`src/rtl/ex_pkg.sv`:
```
// Shared EX-stage result types and producer index constants.
// The optional round-robin grant in ex_result_arb is selected by defining EX_RR_ARB_EN.
package ex_pkg;

    localparam int EX_NSRC = 4;
    localparam int EX_XLEN = 32;
    localparam int EX_TAGW = 5;
    localparam int EX_SRCW = $clog2(EX_NSRC);

    localparam logic [EX_SRCW-1:0] SRC_ALU = 2'd0;
    localparam logic [EX_SRCW-1:0] SRC_FPU = 2'd1;
    localparam logic [EX_SRCW-1:0] SRC_CSR = 2'd2;
    localparam logic [EX_SRCW-1:0] SRC_MDU = 2'd3;

    typedef struct packed {
        logic [EX_XLEN-1:0] data;
        logic [EX_TAGW-1:0] rd;
        logic [EX_SRCW-1:0] src;
    } ex_res_t;

endpackage

```
`src/rtl/ex_res_fifo2.sv`:
```
// Two-entry result FIFO. The head entry is held in its own register so that it
// drives the consumer directly; the head keeps its last value once drained.
module ex_res_fifo2
    import ex_pkg::*;
#(
    parameter type T = ex_res_t
) (
    input  logic       clk,
    input  logic       rst_n,
    input  logic       flush,
    input  logic       push,
    input  T           din,
    input  logic       pop,
    output T           head,
    output logic       head_valid,
    output logic [1:0] count
);

    T           head_r;
    T           tail_r;
    logic [1:0] count_r;
    logic       valid_r;

    T           head_nxt_s;
    T           tail_nxt_s;
    logic [1:0] count_nxt_s;
    logic       pop_s;

    assign pop_s      = pop & (count_r != 2'd0);
    assign head       = head_r;
    assign head_valid = valid_r;
    assign count      = count_r;

    // Next-state for head/tail/count; push and pop together keep the count and the order.
    always_comb begin
        head_nxt_s  = head_r;
        tail_nxt_s  = tail_r;
        count_nxt_s = count_r;
        if (flush) begin
            count_nxt_s = 2'd0;
        end else begin
            case ({push, pop_s})
                2'b10: begin
                    if (count_r == 2'd0) begin
                        head_nxt_s = din;
                    end else begin
                        tail_nxt_s = din;
                    end
                    count_nxt_s = count_r + 2'd1;
                end
                2'b01: begin
                    if (count_r == 2'd2) begin
                        head_nxt_s = tail_r;
                    end else begin
                        head_nxt_s = head_r;
                    end
                    count_nxt_s = count_r - 2'd1;
                end
                2'b11: begin
                    if (count_r == 2'd2) begin
                        head_nxt_s = tail_r;
                        tail_nxt_s = din;
                    end else begin
                        head_nxt_s = din;
                    end
                end
                default: begin
                    count_nxt_s = count_r;
                end
            endcase
        end
    end

    // Storage and occupancy registers.
    always_ff @(posedge clk or negedge rst_n) begin
        if (!rst_n) begin
            head_r  <= '0;
            tail_r  <= '0;
            count_r <= 2'd0;
            valid_r <= 1'b0;
        end else begin
            head_r  <= head_nxt_s;
            tail_r  <= tail_nxt_s;
            count_r <= count_nxt_s;
            valid_r <= (count_nxt_s != 2'd0);
        end
    end

endmodule

```
`src/rtl/ex_result_arb.sv`:
```
// EX-stage result collector: grants one producer per cycle into a 2-entry FIFO.
// Define EX_RR_ARB_EN for round-robin grant; otherwise lowest index wins.
module ex_result_arb
    import ex_pkg::*;
#(
    parameter int NSRC = EX_NSRC,
    parameter int XLEN = EX_XLEN,
    parameter int TAGW = EX_TAGW,
    localparam int SRCW = (NSRC > 1) ? $clog2(NSRC) : 1
) (
    input  logic                 clk,
    input  logic                 rst_n,
    input  logic                 flush,
    input  logic [NSRC-1:0]      src_valid,
    input  logic [NSRC*XLEN-1:0] src_data,
    input  logic [NSRC*TAGW-1:0] src_rd,
    output logic [NSRC-1:0]      src_ready,
    output logic                 out_valid,
    input  logic                 out_ready,
    output logic [XLEN-1:0]      out_data,
    output logic [TAGW-1:0]      out_rd,
    output logic                 out_we,
    output logic [SRCW-1:0]      out_src
);

    typedef struct packed {
        logic [XLEN-1:0] data;
        logic [TAGW-1:0] rd;
        logic [SRCW-1:0] src;
    } res_t;

    res_t            push_res_s;
    res_t            head_s;
    logic [1:0]      count_s;
    logic            can_accept_s;
    logic            gnt_any_s;
    logic [SRCW-1:0] gnt_idx_s;
    logic            push_s;
    logic            pop_s;

    // Accept decision uses only registered occupancy, never out_ready.
    assign can_accept_s = (count_s != 2'd2) & ~flush;
    assign gnt_any_s    = |src_valid;
    assign push_s       = can_accept_s & gnt_any_s;
    assign pop_s        = out_valid & out_ready & ~flush;

`ifdef EX_RR_ARB_EN
    logic [SRCW-1:0] ptr_r;

    function automatic logic [SRCW-1:0] rr_idx(input logic [SRCW-1:0] base, input int off);
        int sum;
        sum = int'(base) + off;
        return (sum >= NSRC) ? SRCW'(sum - NSRC) : SRCW'(sum);
    endfunction

    // Walk from the far end back to ptr so the first valid at/after ptr wins.
    always_comb begin
        gnt_idx_s = {SRCW{1'b0}};
        for (int k = NSRC - 1; k >= 0; k--) begin
            gnt_idx_s = src_valid[rr_idx(ptr_r, k)] ? rr_idx(ptr_r, k) : gnt_idx_s;
        end
    end

    // Pointer advances past the winner only when a result is actually taken.
    always_ff @(posedge clk or negedge rst_n) begin
        if (!rst_n) begin
            ptr_r <= {SRCW{1'b0}};
        end else if (push_s) begin
            ptr_r <= (int'(gnt_idx_s) == NSRC - 1) ? {SRCW{1'b0}} : gnt_idx_s + SRCW'(1);
        end else begin
            ptr_r <= ptr_r;
        end
    end
`else
    // Fixed priority: walking downwards leaves the lowest valid index selected.
    always_comb begin
        gnt_idx_s = {SRCW{1'b0}};
        for (int k = NSRC - 1; k >= 0; k--) begin
            gnt_idx_s = src_valid[k] ? SRCW'(k) : gnt_idx_s;
        end
    end
`endif

    // One-hot ready and the entry to enqueue for the winning producer.
    always_comb begin
        src_ready       = push_s ? ({{(NSRC-1){1'b0}}, 1'b1} << gnt_idx_s) : {NSRC{1'b0}};
        push_res_s.data = src_data[int'(gnt_idx_s)*XLEN +: XLEN];
        push_res_s.rd   = src_rd[int'(gnt_idx_s)*TAGW +: TAGW];
        push_res_s.src  = gnt_idx_s;
    end

    ex_res_fifo2 #(
        .T(res_t)
    ) u_fifo (
        .clk        (clk),
        .rst_n      (rst_n),
        .flush      (flush),
        .push       (push_s),
        .din        (push_res_s),
        .pop        (pop_s),
        .head       (head_s),
        .head_valid (out_valid),
        .count      (count_s)
    );

    assign out_data = head_s.data;
    assign out_rd   = head_s.rd;
    assign out_src  = head_s.src;
    assign out_we   = out_valid & (head_s.rd != {TAGW{1'b0}});

endmodule

```
`config.mk`:
```
export PLATFORM = sky130hd
export DESIGN_NAME = ex_result_arb
export DESIGN_NICKNAME = d
export VERILOG_FILES = /design/src/rtl/ex_pkg.sv /design/src/rtl/ex_res_fifo2.sv /design/src/rtl/ex_result_arb.sv
export SDC_FILE = /design/constraint.sdc
export NUM_CORES = 1
export LEC_CHECK = 0
export CAP_MARGIN = 20
export CORE_MARGIN = 2
export CORE_UTILIZATION = 35
export CTS_CLUSTER_SIZE = 25
export DETAILED_ROUTE_END_ITERATION = 6
export DONT_BUFFER_PORTS = 1
export PLACE_DENSITY_LB_ADDON = 0.15
export RECOVER_POWER = 100
export SYNTH_ARGS = -nofsm -noshare
export SYNTH_HDL_FRONTEND = slang
export SYNTH_SLANG_ARGS = --single-unit
```
`constraint.sdc`:
```
create_clock -name clk -period 3.3 [get_ports clk]
set_clock_uncertainty 0.05 [all_clocks]
set_input_delay 0.99 -clock clk [delete_from_list [all_inputs] [get_ports clk]]
set_output_delay 0.99 -clock clk [all_outputs]
set_load 0.02 [all_outputs]
```
After elaboration in Yosys (flattened, before gate mapping):

Index checks and enable logic that the tools add are counted.

* flip-flop bits (word level): 81
* latch bits: 0
* bits in writable memories: 0
* memory bits (read-only): 0
* input bits: 156
* word-level logic and storage cells: 53
* memories: 0

* add/sub/neg operators: 2
* multipliers: 1
* div/mod/pow operators: 0
* order comparisons: 0
* eq/ne operators: 9
* shift-type cells: 3
* multiplexer cells: 14
* bitwise operators: 7
* reduce and logical (&&, ||, !) cells: 9

Operators by type and width (count)
* $mux 39: 5
* $shiftx 128x8->32: 1
* $pmux 39 s3: 1
* $pmux 39 s2: 1
* $shiftx 20x6->5: 1
* $mux 2: 5
* $reduce_and 4->1: 2
* $and 1x1->1: 6
* $eq 2x2->1 const B: 3
* $ne 2x1->1 const B: 3
* $reduce_bool 2->1: 3
* $mul 2x3->5 const B: 1
* $reduce_bool 5->1: 1
* $mux 4: 1
* $ne 2x2->1 const B: 2
* $pmux 2 s2: 1
* $reduce_or 4->1: 1
* $shl 1x2->4 const A: 1
* $reduce_bool 3->1: 1
* $add 2x1->2 const B: 1
* $eq 2x1->1 const B: 1
* $logic_not 2->1: 1
* $sub 2x1->2 const B: 1
* $not 1->1: 1

Longest topological paths before layout:

* depth after elaboration: 8
* depth in mapped cells: 13
* gate-level depth less buffers: 9

Modules after synthesis:

A second synthesis with hierarchy kept.

* cell total of the unflattened synthesis: 425
* area total of the unflattened synthesis: 4842.1 µm²

Modules (own cells, without submodules)
* ex_res_fifo2: instances 1, cells each 231, area each 3563.4 µm²
* ex_result_arb: instances 1, cells each 194, area each 1278.7 µm²

Least setup slack after synthesis:

Ideal clock, no wire load.

* path type: input port to flip-flop
* start point: in src_valid[2]
* end point: reg u_fifo.tail_r[1] (netlist name)
* setup time: 125 ps
* data arrival time: 3000 ps
* data required time: 3125 ps
* path slack: 125 ps
* cell stages on the path: 11
* path buffers: 3
* path through: clkbuf_1 -> clkbuf_1 -> nor2_1 -> nand2_1 -> nand2_1 -> inv_1 -> ha_1 -> nor2_1 -> a2111oi_2 -> buf_2 -> mux2_2

* cells in the longest elaborated chain, start to end: 5

Ends and longest elaborated chain
* from (decl): line ex_result_arb.sv:14 `input logic [NSRC-1:0] src_valid,`
* $reduce_or 4->1 / $mux 2 (equally long branches): line ex_result_arb.sv:43, ex_result_arb.sv:79
* $and 1x1->1 / $mux 2 (equally long branches): line ex_result_arb.sv:44, ex_result_arb.sv:79
* $eq 2x2->1 / $mux 2 (equally long branches): line ex_res_fifo2.sv:42, ex_result_arb.sv:79
* $ne 2x1->1 (no line), or another cell as far along
* $reduce_and 4->1 (no line) / $pmux 39 s2 (equally long branches)
* to (signal assigned): line ex_res_fifo2.sv:83 `tail_r <= tail_nxt_s;`
* to (decl): line ex_res_fifo2.sv:20 `T tail_r;`

Parallel ways exist; a longest one is shown, timed or not. The select of a mux whose other input is x is not followed.
A chain may end at the register's enable or synchronous reset.

Final worst setup path:

* start point: in flush
* end point: reg u_fifo.tail_r[0] (netlist name)

* cells in the longest elaborated chain, start to end: 6

Ends and longest elaborated chain
* from (decl): line ex_result_arb.sv:13 `input logic flush,`
* $not 1->1 (no line) (*)
* $and 1x1->1 (on tied branches): line ex_result_arb.sv:45, ex_result_arb.sv:42
* $and 1x1->1 (on tied branches): line ex_res_fifo2.sv:29, ex_result_arb.sv:44
* $eq 2x2->1: line ex_res_fifo2.sv:42 `case ({push, pop_s})`
* $ne 2x1->1 (no line), or another cell as far along
* $reduce_and 4->1 (no line)

Mark *: on every way between the ends. The rest lies on a longest branch, timed or not.

==> flow_summary.ini <==
[floorplanning]
row_count = 42
placeableCoreArea_um2 = 13300
die_w_um = 120.9
initial_core_util_pct = 35.95
io_pins = 201
die_h_um = 120.9
dieArea_um2 = 14610

[synth]
syn-instance-count = 490
synth_edf_count = 0
synth_cell_type_count = 44
ys_async_sr_fraction_pct = 100.0
yosysSeqAreaShare_pct = 42.41
syn_nets = 650
synth_flop_cell = dfrtp_1
avgSynthCellArea_um2 = 9.754
ys_warn_count = 0
ys_ff_latch = 81
syn_area_um2 = 4780

[setup_path]
critPathSlowestCell = a2111oi_2
crit_end = u_fifo.tail_r[0]
cpPeakStageDelay_ns = 0.69
worstRegToRegCells = 7
startpoint_type = input pin
cp_num_buf_inv = 1
worst_r2r_endpoint = u_fifo.tail_r[0]
path_class = in -> reg
startpoint = flush
end_kind = flip-flop
rrSetupSlack_ns = 0.55
cp.depth = 8
path_cells = nand3b_1 -> nor2_1 -> ha_1 -> nor2_1 -> a2111oi_2 -> buf_12 -> nand3_1 -> o21ai_0
crit_path_max_fanout = 42
r2r_start = u_fifo.count[0]
worst_ep_arrival_time_ns = 2.99
cpMostUsedCell = nor2_1
crit_required_ns = 3.49
crit_family = compound AO/OA/AOI/OAI gates

[grt]
antenna_found_initial = 0
grt_pass1_wl_mm = 21.66
grt_start_max_net_pins = 82
grt.total_usage_pct = 19.12
gr-total-overflow = 0
grt_pass1_vias = 3938

[routing]
drc = 0
ant_nets = 0
drtIter0Drc = 220
routed-via-count = 3909
wl_per_cell_um = 21.76
firstDrtPassIters = 4
vias_per_cell = 6.089
wirelength_mm = 13.97

[clock_network]
insertion_delay_ns = 0.33
cts_root_buf = clkbuf_16
cts_inserted_buffers = 9
cts_setup_buffers = 0
path_clk_slew_ns = 0.06
cts_resized = 0
h-tree-depth = 3
clock_path_buffers = 2
cts_tree = done
holdBufCountCts = 0
numClockSinks = 81

[final_layout]
drive_gt1_share_pct = 11.16
multi_input_comb_area_um2 = 2391
final_common_cell = dfrtp_1
fill_cells = 1314
sequential_cell_area_um2 = 2027
antenna_cells = 0
syn_to_final_growth_pct = 6.780
mostFrequentLayoutCells = 81 x dfrtp_1, 46 x nor2_1, 41 x nand2_1
nets = 621

[sta]
worstMarginPinSlew_ns = 0.9379
post-route-period-util_pct = 84.73
fin_crit_ns = 2.796
setup_tns_ns = 0
fmaxAchievable_ghz = 0.3576
rsz0062_at_grt = no
slew_headroom_pct = 37.47
slew_viol_final = 0
setup_viol = 0
timing.hold.ws_ns = 0.3035
finalHoldViolations = 0

[power]
p_leak_nw = 1.879
ir_drop_mv = 0.3044
power_density_nw_per_um2 = 743.9
report.power.total_mw = 3.797

[hold_path]
hp-class = in -> async

[flow_run]
drv_cap = 0

[placement]
place_congestion = 0.7700
portBuffers = 0
detailed_place_hpwl_mm = 9.349

[run_status]
status = finished clean
## cell type report
class	count	share of cell area (%)
repair buffers	15	2.697
inverters	5	0.3677
flip-flops and latches	81	39.72
clock inverters	2	0.6864
clock buffers	14	5.369
multi-input cells	349	46.85
well taps	176	4.315
## worst min-delay path by stage
| stage | to | from | cells after the start | slack [ns] |
|---|---|---|---|---|
| after global placement | u_fifo.tail_r[1] | u_fifo.tail_r[1] | 1 | 0.45 |
| after global routing | u_fifo.head[33] | rst_n | 0 | 0.28 |
| after CTS | u_fifo.tail_r[23] | rst_n | 0 | 0.29 |
| after floorplan | u_fifo.tail_r[1] | u_fifo.tail_r[1] | 1 | 0.43 |
| after detailed placement | u_fifo.tail_r[33] | u_fifo.tail_r[33] | 2 | 0.47 |
| final | u_fifo.tail_r[35] | rst_n | 0 | 0.30 |
## synth_stat cells, types with 2 or more instances
cell type,number,area [um2]
a21oi_1,38,190.2
ha_1,4,50.05
a32oi_1,36,315.3
dfrtp_1,81,2027
nand2_1,41,153.9
nor2_1,46,172.7
clkbuf_1,28,105.1
o21ai_0,3,15.01
a32o_1,2,20.02
o221ai_1,7,61.31
o221ai_2,30,450.4
buf_1,7,26.28
nor2b_1,2,12.51
inv_1,4,15.01
buf_2,14,70.07
a221o_1,36,360.4
nand3b_1,3,22.52
buf_6,6,67.56
and3_1,2,12.51
nand3_1,40,200.2
nand2b_1,37,231.5
## stage by stage
stage,utilization (%),std cells,area [um2],worst slack [ns]
5_1_grt,38.39,642,5104,0.2756
2_1_floorplan,-,490,4780,0.1252
4_1_cts,39.38,642,5236,0.5315
6_report,38.39,642,5104,0.5038
3_5_place_dp,37.06,626,4927,0.1926
3_3_place_gp,37.06,626,4927,0.2801
## routing by layer
metal	vias up	track usage, %	share of wire (%)
met5	-	0	0
met4	0	5.741	0.94
met3	8	5.545	8.0
met2	167	32.51	50
met1	1915	23.42	41
li1	1819	-	-
## worst reg2reg max path: cells and delay by family, from the launching register on
kind | cells | cell delay (ns)
AOI/OAI and AO/OA | 2 | 0.86
buffers and inverters | 1 | 0.30
adders and majority gates | 1 | 0.29
and+or+nand+nor | 3 | 0.70
DFF | 1 | 0.45
## power by group
| group | internal (mW) | leakage [nW] | switching [mW] | total [mW] |
|---|---|---|---|---|
| Combinational | 0.379 | 0.759 | 0.449 | 0.827 |
| Clock | 0.648 | 0.153 | 0.387 | 1.03 |
| Sequential | 1.41 | 0.967 | 0.524 | 1.93 |
| Total | 2.44 | 1.88 | 1.36 | 3.80 |
## state kept, by name, indices dropped and copies added, names as in the netlist
name,flops
u_fifo.count,2
u_fifo.tail_r,39
u_fifo.head_valid,1
u_fifo.head,39
## cells by family (layout without fill, tap and decap cells)
kind of cell             count (synthesis)  in the layout  share of synthesized area, %
flip-flops                              81             81                         42.41
AO/OA/AOI/OAI                          162            162                         31.54
buffers and inverters                   60             36                         6.021
XOR/XNOR                                 2              2                        0.3666
adder cells (fa/ha/maj)                  4              4                         1.047
AND/OR/NAND/NOR                        179            179                         18.14
multiplexers                             2              2                        0.4712
Power figures use the tool's default switching activity.
